<file path="src/rtl/fifo_echo_controller_pkg.sv">
// rtl/fifo_echo_controller_pkg.sv - shared types and constants for the echo FIFO controller
package fifo_echo_controller_pkg;

   localparam int unsigned IDLE_W = 16;
   localparam logic [7:0] DEFAULT_FLUSH_CHAR = 8'h0D;

   typedef enum logic [2:0] {
      ST_CLEAR   = 3'd0,
      ST_COLLECT = 3'd1,
      ST_POP     = 3'd2,
      ST_LATCH   = 3'd3,
      ST_SEND    = 3'd4,
      ST_WAIT    = 3'd5
   } state_e;

   function automatic logic is_drain(input state_e s);
      return (s == ST_POP) || (s == ST_LATCH) || (s == ST_SEND) || (s == ST_WAIT);
   endfunction

endpackage

</file>
<file path="src/rtl/fifo_echo_controller_idle_timer.sv">
// rtl/fifo_echo_controller_idle_timer.sv - saturating RX-silence counter
// Restart loads 1 so the count equals the cycles elapsed since the restarting event.
module idle_timer
   import fifo_echo_controller_pkg::*;
(
   input  logic              clk,
   input  logic              rst,
   input  logic              restart,
   input  logic              enable,
   input  logic [IDLE_W-1:0] limit,
   output logic              expired
);

   logic [IDLE_W-1:0] count_q, count_d;

   always_comb begin
      count_d = count_q;
      if (restart) begin
         count_d = IDLE_W'(1);
      end else if (enable && (count_q != '1)) begin
         count_d = count_q + IDLE_W'(1);
      end
   end

   always_ff @(posedge clk) begin
      if (rst) begin
         count_q <= '0;
      end else begin
         count_q <= count_d;
      end
   end

   assign expired = (count_q >= limit);

endmodule

</file>
<file path="src/rtl/fifo_echo_controller.sv">
// rtl/fifo_echo_controller.sv - collects RX bytes into an edge-triggered FIFO and drains them to TX
module fifo_echo_controller
   import fifo_echo_controller_pkg::*;
#(
   parameter int unsigned              FIFO_SIZE    = 8,
   parameter int unsigned              DATA_WIDTH   = 8,
   parameter logic [DATA_WIDTH-1:0]    FLUSH_CHAR   = DATA_WIDTH'(DEFAULT_FLUSH_CHAR),
   parameter logic [IDLE_W-1:0]        IDLE_TIMEOUT = 16'd50000,
   localparam int unsigned             LEVEL_W      = $clog2(FIFO_SIZE + 1)
) (
   input  logic                  clk,
   input  logic                  rst,
   input  logic                  rx_valid,
   input  logic [DATA_WIDTH-1:0] rx_data,
   output logic                  rx_overrun,
   output logic                  fifo_push,
   output logic                  fifo_pop,
   output logic                  fifo_clear,
   output logic [DATA_WIDTH-1:0] fifo_in_data,
   input  logic [DATA_WIDTH-1:0] fifo_out_data,
   input  logic                  fifo_ready,
   output logic                  tx_start,
   output logic [DATA_WIDTH-1:0] tx_data,
   input  logic                  tx_busy,
   output logic [LEVEL_W-1:0]    level,
   output logic                  busy
);

   localparam logic [LEVEL_W-1:0] FULL_LEVEL = LEVEL_W'(FIFO_SIZE);

   state_e                state_q, state_d;
   logic                  fifo_push_q, fifo_push_d;
   logic                  fifo_pop_q, fifo_pop_d;
   logic                  fifo_clear_q, fifo_clear_d;
   logic [DATA_WIDTH-1:0] fifo_in_data_q, fifo_in_data_d;
   logic                  tx_start_q, tx_start_d;
   logic [DATA_WIDTH-1:0] tx_data_q, tx_data_d;
   logic                  rx_overrun_q, rx_overrun_d;
   logic [LEVEL_W-1:0]    level_q, level_d;
   logic                  busy_q, busy_d;
   logic                  wait_blank_q, wait_blank_d;

   logic accept, drain_go, flush_hit, full_hit, idle_hit, idle_expired;

   idle_timer u_idle_timer (
      .clk     (clk),
      .rst     (rst),
      .restart (rx_valid || (state_q != ST_COLLECT)),
      .enable  (state_q == ST_COLLECT),
      .limit   (IDLE_TIMEOUT),
      .expired (idle_expired)
   );

   // Full waits for the push strobe to drop so the FIFO sees a low cycle before the pop edge.
   assign flush_hit = fifo_push_q && (fifo_in_data_q == FLUSH_CHAR);
   assign full_hit  = !fifo_push_q && (level_q == FULL_LEVEL);
   assign idle_hit  = idle_expired && (level_q != '0) && !rx_valid;
   assign drain_go  = (state_q == ST_COLLECT) && (flush_hit || full_hit || idle_hit);
   assign accept    = (state_q == ST_COLLECT) && rx_valid && fifo_ready &&
                      (level_q < FULL_LEVEL) && !fifo_push_q && !drain_go;

   always_ff @(posedge clk) begin
      if (rst) begin
         state_q        <= ST_CLEAR;
         fifo_push_q    <= 1'b0;
         fifo_pop_q     <= 1'b0;
         fifo_clear_q   <= 1'b1;
         fifo_in_data_q <= '0;
         tx_start_q     <= 1'b0;
         tx_data_q      <= '0;
         rx_overrun_q   <= 1'b0;
         level_q        <= '0;
         busy_q         <= 1'b0;
         wait_blank_q   <= 1'b0;
      end else begin
         state_q        <= state_d;
         fifo_push_q    <= fifo_push_d;
         fifo_pop_q     <= fifo_pop_d;
         fifo_clear_q   <= fifo_clear_d;
         fifo_in_data_q <= fifo_in_data_d;
         tx_start_q     <= tx_start_d;
         tx_data_q      <= tx_data_d;
         rx_overrun_q   <= rx_overrun_d;
         level_q        <= level_d;
         busy_q         <= busy_d;
         wait_blank_q   <= wait_blank_d;
      end
   end

   always_comb begin
      state_d = state_q;
      case (state_q)
         ST_CLEAR:   state_d = ST_COLLECT;
         ST_COLLECT: if (drain_go) state_d = ST_POP;
         ST_POP:     state_d = ST_LATCH;
         ST_LATCH:   state_d = ST_SEND;
         ST_SEND:    if (tx_start_q) state_d = ST_WAIT;
         ST_WAIT: begin
            if (!wait_blank_q && !tx_busy) begin
               state_d = (level_q != '0) ? ST_POP : ST_COLLECT;
            end
         end
         default:    state_d = ST_CLEAR;
      endcase
   end

   always_comb begin
      fifo_clear_d   = (state_d == ST_CLEAR);
      fifo_push_d    = accept;
      fifo_in_data_d = accept ? rx_data : fifo_in_data_q;
      fifo_pop_d     = (state_d == ST_POP);
      rx_overrun_d   = rx_valid && !accept;
      tx_data_d      = (state_q == ST_LATCH) ? fifo_out_data : tx_data_q;
      tx_start_d     = (state_d == ST_SEND) && !tx_start_q && !tx_busy;
      busy_d         = is_drain(state_d);
      wait_blank_d   = (state_d == ST_WAIT) && (state_q != ST_WAIT);
      level_d        = level_q;
      if (accept) begin
         level_d = level_q + LEVEL_W'(1);
      end else if (fifo_pop_d) begin
         level_d = level_q - LEVEL_W'(1);
      end
   end

   assign fifo_push    = fifo_push_q;
   assign fifo_pop     = fifo_pop_q;
   assign fifo_clear   = fifo_clear_q;
   assign fifo_in_data = fifo_in_data_q;
   assign tx_start     = tx_start_q;
   assign tx_data      = tx_data_q;
   assign rx_overrun   = rx_overrun_q;
   assign level        = level_q;
   assign busy         = busy_q;

endmodule

</file>
<file path="config.mk">
export PLATFORM = sky130hd
export DESIGN_NAME = fifo_echo_controller
export DESIGN_NICKNAME = d
export VERILOG_FILES = /design/src/rtl/fifo_echo_controller_pkg.sv /design/src/rtl/fifo_echo_controller_idle_timer.sv /design/src/rtl/fifo_echo_controller.sv
export SDC_FILE = /design/constraint.sdc
export NUM_CORES = 1
export LEC_CHECK = 0
export CORE_ASPECT_RATIO = 1.1
export CORE_MARGIN = 4
export CORE_UTILIZATION = 35
export DETAILED_ROUTE_END_ITERATION = 16
export GPL_TIMING_DRIVEN = 0
export MAX_ROUTING_LAYER = met4
export PLACE_DENSITY = 0.67
export SLEW_MARGIN = 20
export SYNTH_ARGS = -nofsm -noshare
export SYNTH_HDL_FRONTEND = slang
export SYNTH_SLANG_ARGS = --single-unit
export TNS_END_PERCENT = 1
</file>
<file path="constraint.sdc">
create_clock -name clk -period 5.08 [get_ports clk]
set_clock_uncertainty 0.2 [all_clocks]
set_input_delay 0.508 -clock clk [delete_from_list [all_inputs] [get_ports clk]]
set_output_delay 0.508 -clock clk [all_outputs]
set_load 0.1 [all_outputs]
</file>
==> run_results.csv <==
group,metric,value,unit
pwr,swShare,31.7,%
min_path,whs_endpoint,"tx_data[2]",
worst_setup_path,cp.required,5080,ps
timing,min_period,3060,ps
clock_network,clk_pin_slew,90,ps
global_routing,grt_use_met1,18.2,%
routing,ant_nets,0,
yosys,synth-seq-cells,46,
worst_setup_path,startpoint,"state_q[0]",
finish,area_growth,32.5,%
timing,worst_slack,2020,ps
die,rows,28,
placed_design,routabilityCongestion,0.782,
timing,fin_crit_sh,60.3,%
yosys,synthFlopType,"dfxtp_1",
min_path,holdCritPathClass,"register to register",
global_routing,grt_busiest_layer,"met2",
yosys,netlist.area_leader.share,45.0,%
finish,finalNetCount,308,
yosys,netlist.top_cell.by_area,"dfxtp_1",
worst_setup_path,cp_slowest_stage_delay,550,ps
die,core_area,5540,sq um
timing,setup_tns,0,ps
yosys,yosys-top-cells-count,"dfxtp_1 (46), nor2_1 (29), a21oi_1 (19)",
global_routing,grt_max_degree,15,
finish,n_fill_cell,589,
yosys,yosysMostFrequentCell,"dfxtp_1",
yosys,ys_top_cells_by_area,"dfxtp_1 (45%), nor2_1 (5.3%), xor2_1 (4.7%), a21oi_1 (4.6%), mux2i_1 (4.4%)",
worst_setup_path,rr_endpoint,"level[3]",
finish,multi_input_area,1080,sq um
min_path,hp-start,"tx_data[2]",
die,die_area,7130,sq um
clock_network,cts_tree,"done",
pwr,total_power,858,uW
routing,drc_errors,0,
global_routing,antenna_found_initial,0,
clock_network,clk_latency,300,ps
yosys,ys_seq_area_share,45.0,%
clock_network,htree_num_levels,2,
global_routing,grt_pass1_vias,1769,
pwr,leakagePower,1.01,nW
die,die_y,88.2,microns
timing,timing.fmax,326,MHz
pwr,p_per_area,317,nW/um^2
yosys,synthDistinctLibCells,45,
finish,regArea,921,sq um
routing,routed_wl,4.66,mm
clock_network,cts_buffers,5,
timing,rsz0062_at_grt,"no",
worst_setup_path,path_buf_inv,1,
timing,finalHoldViolCount,0,
pwr,clkPwrFrac,32.0,%
pwr,p_comb_share,23.0,%
yosys,syn_area,2050,sq um
yosys,avgSynthCellArea,8.93,sq um
yosys,syn_inst,229,
clock_network,holdBufCountCts,0,
routing,dr.pass1.iters,4,
placed_design,placed_area,2600,sq um
finish,fin_util,49.0,%
placed_design,place_hpwl,3.42,mm
clock_network,clock-root-buffer,"clkbuf_8",
yosys,yosys_warnings,0,
worst_setup_path,crit_chain,"nor3b_1 -> nand4_1 -> buf_1 -> ha_1 -> a21o_1 -> a21oi_1 -> a311o_1 -> nand2_1",
yosys,synth_fp_nets,255,
worst_setup_path,critPathKind,"register to register",
clock_network,postCtsResizedCells,0,
placed_design,pre_cts_slack,1940,ps
timing,timing.hold.ws,258,ps
worst_setup_path,cp-start-kind,"register",
global_routing,grtUsageMet2,24.0,%
clock_network,cts_setup_buffers,0,
clock_network,clock_sinks,46,
global_routing,grt-ovfl-total,0,
worst_setup_path,worst-path-max-fanout,12,
global_routing,grt_pass1_wl,8.00,mm
worst_setup_path,reg2reg_depth,8,
min_path,whs_path_depth,2,
clock_network,cts_buffer_depth,2,
worst_setup_path,r2r-start,"state_q[0]",
yosys,async_flop_share,0,%
pwr,power_switching,272,uW
worst_setup_path,rrSetupSlack,2020,ps
worst_setup_path,critPathCaptureType,"register",
finish,final_area,2710,sq um
status,status,"finished, final reports clean",
die,dieWidth,80.9,microns
yosys,synth-edff-count,0,
pwr,peakVddDrop,0.129,mV
worst_setup_path,crit_arrival,3060,ps
worst_setup_path,crit_slowest_cell,"nor3b_1",
pwr,p_int,586,uW
routing,vias,1794,
job,maxCapViolCount,0,
timing,slew_viol_final,0,
timing,slew_headroom,34.1,%
placed_design,io_buffers,46,
worst_setup_path,crit_family,"simple AND/OR/NAND/NOR gates",
placed_design,dp.cells,350,
routing,wl_per_cell,13.0,microns
finish,drive_gt1_share,3.89,%
routing,drt_iter0_markers,54,
finish,diodes,0,
die,start_util,37.0,%
die,boundaryPins,47,
finish,instances_no_fill,358,
global_routing,track_usage,14.8,%
timing,worst_pin_slew,986,ps
routing,via_per_inst,5.01,
timing,finalSetupViolCount,0,
global_routing,use_met3,3.40,%
pwr,p_seq_share,45.0,%
==> state kept, by name (all words and copies together) (netlist names), 3 cells and up <==
register	flops
level	4
state_q	3
tx_data	8
fifo_in_data	8
u_idle_timer.count_q	16
==> layout by cell type (no fill, tap or decap), drive strengths merged, types with 7 or more instances in the layout <==
cell / netlist / routed
nand4: 7 / 7
a21oi: 19 / 19
clkdlybuf4s50: 0 / 46
nand3: 15 / 15
nor2: 29 / 29
nand2: 18 / 18
xor2: 11 / 11
dfxtp: 46 / 46
clkbuf: 8 / 14
mux2i: 9 / 9
==> cell families after synthesis <==
group / after synthesis / share of synthesized area, %
and+or+nand+nor: 108 / 27.8
muxes: 9 / 4.40
DFF: 46 / 45.0
xor gates and xnor gates: 14 / 5.99
adders and majority gates: 5 / 3.43
AOI/OAI and AO/OA: 35 / 11.1
buffers and inverters: 12 / 2.26
==> power by group through the flow <==
stage,logic [mW],clock network (mW),registers (mW)
floorplan,0.0734,0,0.464
global placement,0.197,0,0.394
detailed placement,0.198,0,0.395
CTS,0.198,0.285,0.387
global route,0.210,0.301,0.390
finish,0.197,0.275,0.386
==> routing by layer <==
metal  vias to the layer above  wire length (microns)
met4                         0                     46
met1                       834                   2110
met5                         -                      0
li1                        918                      -
met3                         6                    177
met2                        36                   2330
==> tightest hold or removal path, cell delays in order (launching register included) <==
cell and delay [ps]:
dfxtp_1 320, nand2_1 50, a21oi_1 50
==> worst max-delay path by stage <==
stage / depth (start not counted) / to / slack (ps)
after floorplan: 8 / level[3] / 2150
after global placement: 8 / level[3] / 1960
after detailed placement: 8 / level[3] / 1940
after CTS: 8 / level[3] / 1970
after global routing: 8 / level[3] / 1740
final: 8 / level[3] / 2020
==> area by class of cell <==
type	count	area share, %
Clock buffer	6	2.68
Timing Repair Buffer	46	17.0
Inverter	2	0.277
Multi-Input combinational cell	171	39.8
Tap cell	75	3.46
Sequential cell	46	34.0
Clock inverter	2	1.39
Buffer	10	1.43
Note: power is estimated with default switching activity, not from simulation.
==> patch 1: new RTL, same settings <==
The package constant `IDLE_W` goes from 16 to 32.
--- a/src/rtl/fifo_echo_controller_pkg.sv
+++ b/src/rtl/fifo_echo_controller_pkg.sv
@@ -1,7 +1,7 @@
 // rtl/fifo_echo_controller_pkg.sv - shared types and constants for the echo FIFO controller
 package fifo_echo_controller_pkg;
 
-   localparam int unsigned IDLE_W = 16;
+   localparam int unsigned IDLE_W = 32;
    localparam logic [7:0] DEFAULT_FLUSH_CHAR = 8'h0D;
 
    typedef enum logic [2:0] {
Behaviour: no difference found for any inputs over 10 cycles, from zero or initial values and one cycle with rst high; that may be too few to reach the edited logic, so the function may still have changed.
==> patch 1 against the original RTL <==
  * Design area grew 41%
  * Critical path type unchanged
  * Count of clock-buffer cells in the layout rose by 5
  * Global-route usage grew 0.46 points
  * Setup slack gained 0.19 ns
  * Wire length increased by 50%
  * Total power is 35% higher
  * Sequential cell count rose by 16
  * Combinational power decreased by 23%
  * Sequential power up 31%
  * Synthesized area rose by 46%
==> patch 1: results (changes against the original RTL) <==
Status
  – Status: completed (unchanged)

Global routing
  – Largest net degree at the start of global routing: 13 (was 15)
  – GR Util All Layers: 15.21% (was 14.75%)
  – Global-route wire length before repair: 11.87 mm (was 7.997 mm)

CTS
  – H-tree depth: 3 (was 2)
  – Reg clk slew, reported paths: 0.07 ns (was 0.09 ns)

Critical path
  – Reg2reg path depth: 13 (was 8)
  – Worst stage delay on the critical path: 0.45 ns (was 0.55 ns)
  – Worst setup startpoint: state_q[1]$_SDFF_PP0_ (was state_q[0]$_SDFF_PP0_)
  – Crit-path slowest cell: clkbuf_1 (was nor3b_1)

Die
  – Initial core utilization: 35.77% (was 36.96%)

Logic synthesis
  – Synth area leaders: dfxtp_1 41%, nor2_1 5.5%, xnor2_1 5.0%, nand2_1 4.5%, a21oi_1 3.8% (was dfxtp_1 45%, nor2_1 5.3%, xor2_1 4.7%, a21oi_1 4.6%, mux2i_1 4.4%)
  – Post-Synth XOR/XNOR Area: 7.905% (was 5.994%)
  – Adder-cell share of the synthesized area: 2.342% (was 3.425%)
  – Synth cell types: 53 (was 45)

Placement
  – GPL Wtd Cong: 0.8253 (was 0.7822)
  – Cells after DPL: 500 (was 350)
  – Detailed Place HPWL: 4.969 mm (was 3.417 mm)
  – Place WS: 2.006 ns (was 1.944 ns)

STA
  – Worst hold margin: 0.2696 ns (was 0.2579 ns)
  – Max Freq: 348.0 MHz (was 326.3 MHz)

Final layout
  – Final #Nets: 426 (was 308)
  – Cell Count, Final, Fillers Out: 516 (was 358)
  – Max reg flops: 32 (was 16)

Detailed routing
  – Routed wire per std cell: 13.52 um (was 13.00 um)

Min path
  – Hold endpoint: fifo_in_data[0]$_SDFFE_PP0P_ (was tx_data[2]$_SDFFE_PP0N_)
  – Hold Path Origin: fifo_in_data[0]$_SDFFE_PP0P_ (was tx_data[2]$_SDFFE_PP0N_)

Pwr
  – Power Clock: 0.000504 W (was 0.000275 W)
  – Internal power: 0.0008494 W (was 0.0005859 W)
  – Clock power share: 43.4% (was 32.0%)
==> patch 1: cell types whose count changed in the layout (fill, tap and decap cells not counted), sizes merged, moves of 10 or more <==
cell   change
nor2      +15
o21ai     +10
dfxtp     +16
nand2     +18
xnor2     +14
==> patch 1: worst max-delay path, delay by kind of cell, from the launching register on <==
family,cells,cell delay [ns]
compound gates,4,0.59
flops,1,0.31
buf+inv,4,0.84
simple gates,4,0.49
fa+ha+maj,1,0.34
==> patch 1: final cells by class <==
class / count / area share, %
Timing Repair Buffer: 45 / 11.81
Buffer: 13 / 1.542
Clock inverter: 5 / 2.133
Tap cell: 111 / 3.642
Multi-Input combinational cell: 260 / 43.47
Clock buffer: 11 / 3.970
Sequential cell: 62 / 32.55
Inverter: 9 / 0.8858
==> patch 1: metal layers <==
layer / global-route usage [%] / wire length (um)
met1: 18.77 / 3216
met4: 7.012 / 82
met3: 3.600 / 346
met5: - / 0
met2: 23.19 / 3332
==> patch 2: new RTL, same flow settings <==
Without the edit above. Take the reset off `tx_data_q` and load it in a clocked block of its own.
--- a/src/rtl/fifo_echo_controller.sv
+++ b/src/rtl/fifo_echo_controller.sv
@@ -67,7 +67,6 @@
          fifo_clear_q   <= 1'b1;
          fifo_in_data_q <= '0;
          tx_start_q     <= 1'b0;
-         tx_data_q      <= '0;
          rx_overrun_q   <= 1'b0;
          level_q        <= '0;
          busy_q         <= 1'b0;
@@ -79,12 +78,15 @@
          fifo_clear_q   <= fifo_clear_d;
          fifo_in_data_q <= fifo_in_data_d;
          tx_start_q     <= tx_start_d;
-         tx_data_q      <= tx_data_d;
          rx_overrun_q   <= rx_overrun_d;
          level_q        <= level_d;
          busy_q         <= busy_d;
          wait_blank_q   <= wait_blank_d;
       end
+   end
+
+   always_ff @(posedge clk) begin
+      tx_data_q <= tx_data_d;
    end
 
    always_comb begin
Formal check against the unedited RTL: differs if rst is asserted again (counterexample within 10 cycles, from zero or initial values and one cycle with rst high); with rst held inactive, the same outputs for 10 cycles.
==> patch 2 against the original RTL <==
  * Synthesized area rose by 3.0%
  * Sequential cell count did not move
  * Critical path type unchanged
  * Largest power group unchanged
  * Design area rose by 1.2%
  * Total power fell by 6.3%
  * Setup slack improved by 0.13 ns
  * Sequential power rose by 3%
  * Utilization fell by 1.7 points
  * Wire length fell by 5.1%
==> patch 2: results (changes against the original RTL) <==
Status
  – Status: completed (unchanged)

Placement
  – Cells after DPL: 349 (was 350)
  – Detailed Place HPWL: 3.297 mm (was 3.417 mm)
  – GPL Wtd Cong: 0.8415 (was 0.7822)
  – Buffers on Ports: 45 (was 46)
  – Place WS: 1.990 ns (was 1.944 ns)
  – Area after DPL: 2654 um^2 (was 2600 um^2)

Logic synthesis
  – Synth cell types: 49 (was 45)
  – Syn Inst Count: 227 (was 229)
  – Synth cell count leaders: 38 x dfxtp_1, 28 x nand2_1, 25 x nor2_1 (was 46 x dfxtp_1, 29 x nor2_1, 19 x a21oi_1)
  – Mapped Nets: 253 (was 255)
  – Syn_area_per_cell: 9.282 um^2 (was 8.933 um^2)
  – Sequential area share after synthesis: 47.51% (was 45.02%)
  – EDFF count, synth: 8 (was 0)
  – Synth area leaders: dfxtp_1 36%, edfxtp_1 11%, nand2_1 5.0%, nor2_1 4.5%, a21oi_1 3.3% (was dfxtp_1 45%, nor2_1 5.3%, xor2_1 4.7%, a21oi_1 4.6%, mux2i_1 4.4%)

Final layout
  – Non-clock buffer share: 17.51% (was 18.42%)
  – Seq cells: 46 (unchanged)
  – Count of plain and timing-repair buffers in the layout: 53 (was 56)
  – Nonclk inv count: 7 (was 2)
  – Cell Count, Final, Fillers Out: 357 (was 358)
  – ClkCell Share: 3.283% (was 4.063%)
  – #MultiIn Comb: 166 (was 171)
  – Fill cell count: 565 (was 589)
  – Ratio of cells with drive above 1 in the final layout: 4.286% (was 3.887%)
  – Final #Nets: 305 (was 308)
  – Max reg flops: 16 (unchanged)
  – Multi-input logic area: 1050 um^2 (was 1079 um^2)
  – Sequential cell area share: 36.48% (was 33.98%)

Detailed routing
  – Drt first pass iters: 4 (unchanged)
  – Routed wire per std cell: 12.37 um (was 13.00 um)
  – 1st-iter DRT viols: 73 (was 54)
  – Vias: 1,808 (was 1,794)

Pwr
  – Max VDD drop: 131.1 uV (was 129.2 uV)
  – Leakage power: 0.9127 nW (was 1.011 nW)
  – PD cells: 293.0 nW/um^2 (was 316.6 nW/um^2)

Global routing
  – GR Util All Layers: 13.24% (was 14.75%)
  – Largest net degree at the start of global routing: 14 (was 15)
  – Global-route wire length before repair: 7.383 mm (was 7.997 mm)
  – Vias in the first global route: 1,648 (was 1,769)

CTS
  – Reg clk slew, reported paths: 0.08 ns
  – H-tree depth: 2 (unchanged)

STA
  – Slew Viols, Final: 0 (unchanged)
  – Worst rel slew slack: 34.63% (was 34.07%)
[patch 2: worst paths after layout]
| path | cells after the start | endpoint | startpoint | slack [ns] |
|---|---|---|---|---|
| setup / recovery | 10 | level[3]$_SDFFE_PP0P_ | state_q[0]$_SDFF_PP0_ | 2.15 |
| hold / removal | 2 | fifo_in_data[1]$_SDFFE_PP0P_ | fifo_in_data[1]$_SDFFE_PP0P_ | 0.27 |
| setup reg to reg | 10 | level[3]$_SDFFE_PP0P_ | state_q[0]$_SDFF_PP0_ | 2.15 |
| hold reg to reg | 2 | fifo_in_data[1]$_SDFFE_PP0P_ | fifo_in_data[1]$_SDFFE_PP0P_ | 0.27 |
[patch 2: critical path, stage by stage, from the launching register on]
cell and delay [ns]:
dfxtp_1 0.44, nor3b_2 0.45, and4_4 0.33, inv_1 0.06
clkbuf_1 0.27, ha_1 0.37, a21o_1 0.17, a21oi_1 0.14
nand2_1 0.06, a31oi_1 0.17, mux2i_1 0.20
[patch 2: metal layers]
layer / vias up / wire length (um) / global-route usage (%)
li1: 915 / - / -
met1: 829 / 2105 / 16.41
met2: 58 / 1921 / 20.57
met3: 6 / 326 / 3.427
met4: 0 / 63 / 5.136
met5: - / 0 / -
[patch 2: cell families (layout without fill, tap and decap cells)]
logic type               count (synthesis)  after routing  synth area share, %
AO/OA/AOI/OAI                           40             40                13.12
XOR/XNOR                                11             11                4.572
adder cells (fa/ha/maj)                  5              5                3.326
buffers and inverters                   15             68                2.672
flip-flops                              46             46                47.51
multiplexers                             5              5                2.613
AND/OR/NAND/NOR                        105            105                26.19
[patch 2: power breakdown]
group          total [W]  switching (W)  internal [W]
clock network   0.000223       0.000116      0.000107
registers       0.000397      0.0000133      0.000383
logic           0.000185       0.000122     0.0000629
total           0.000804       0.000251      0.000553
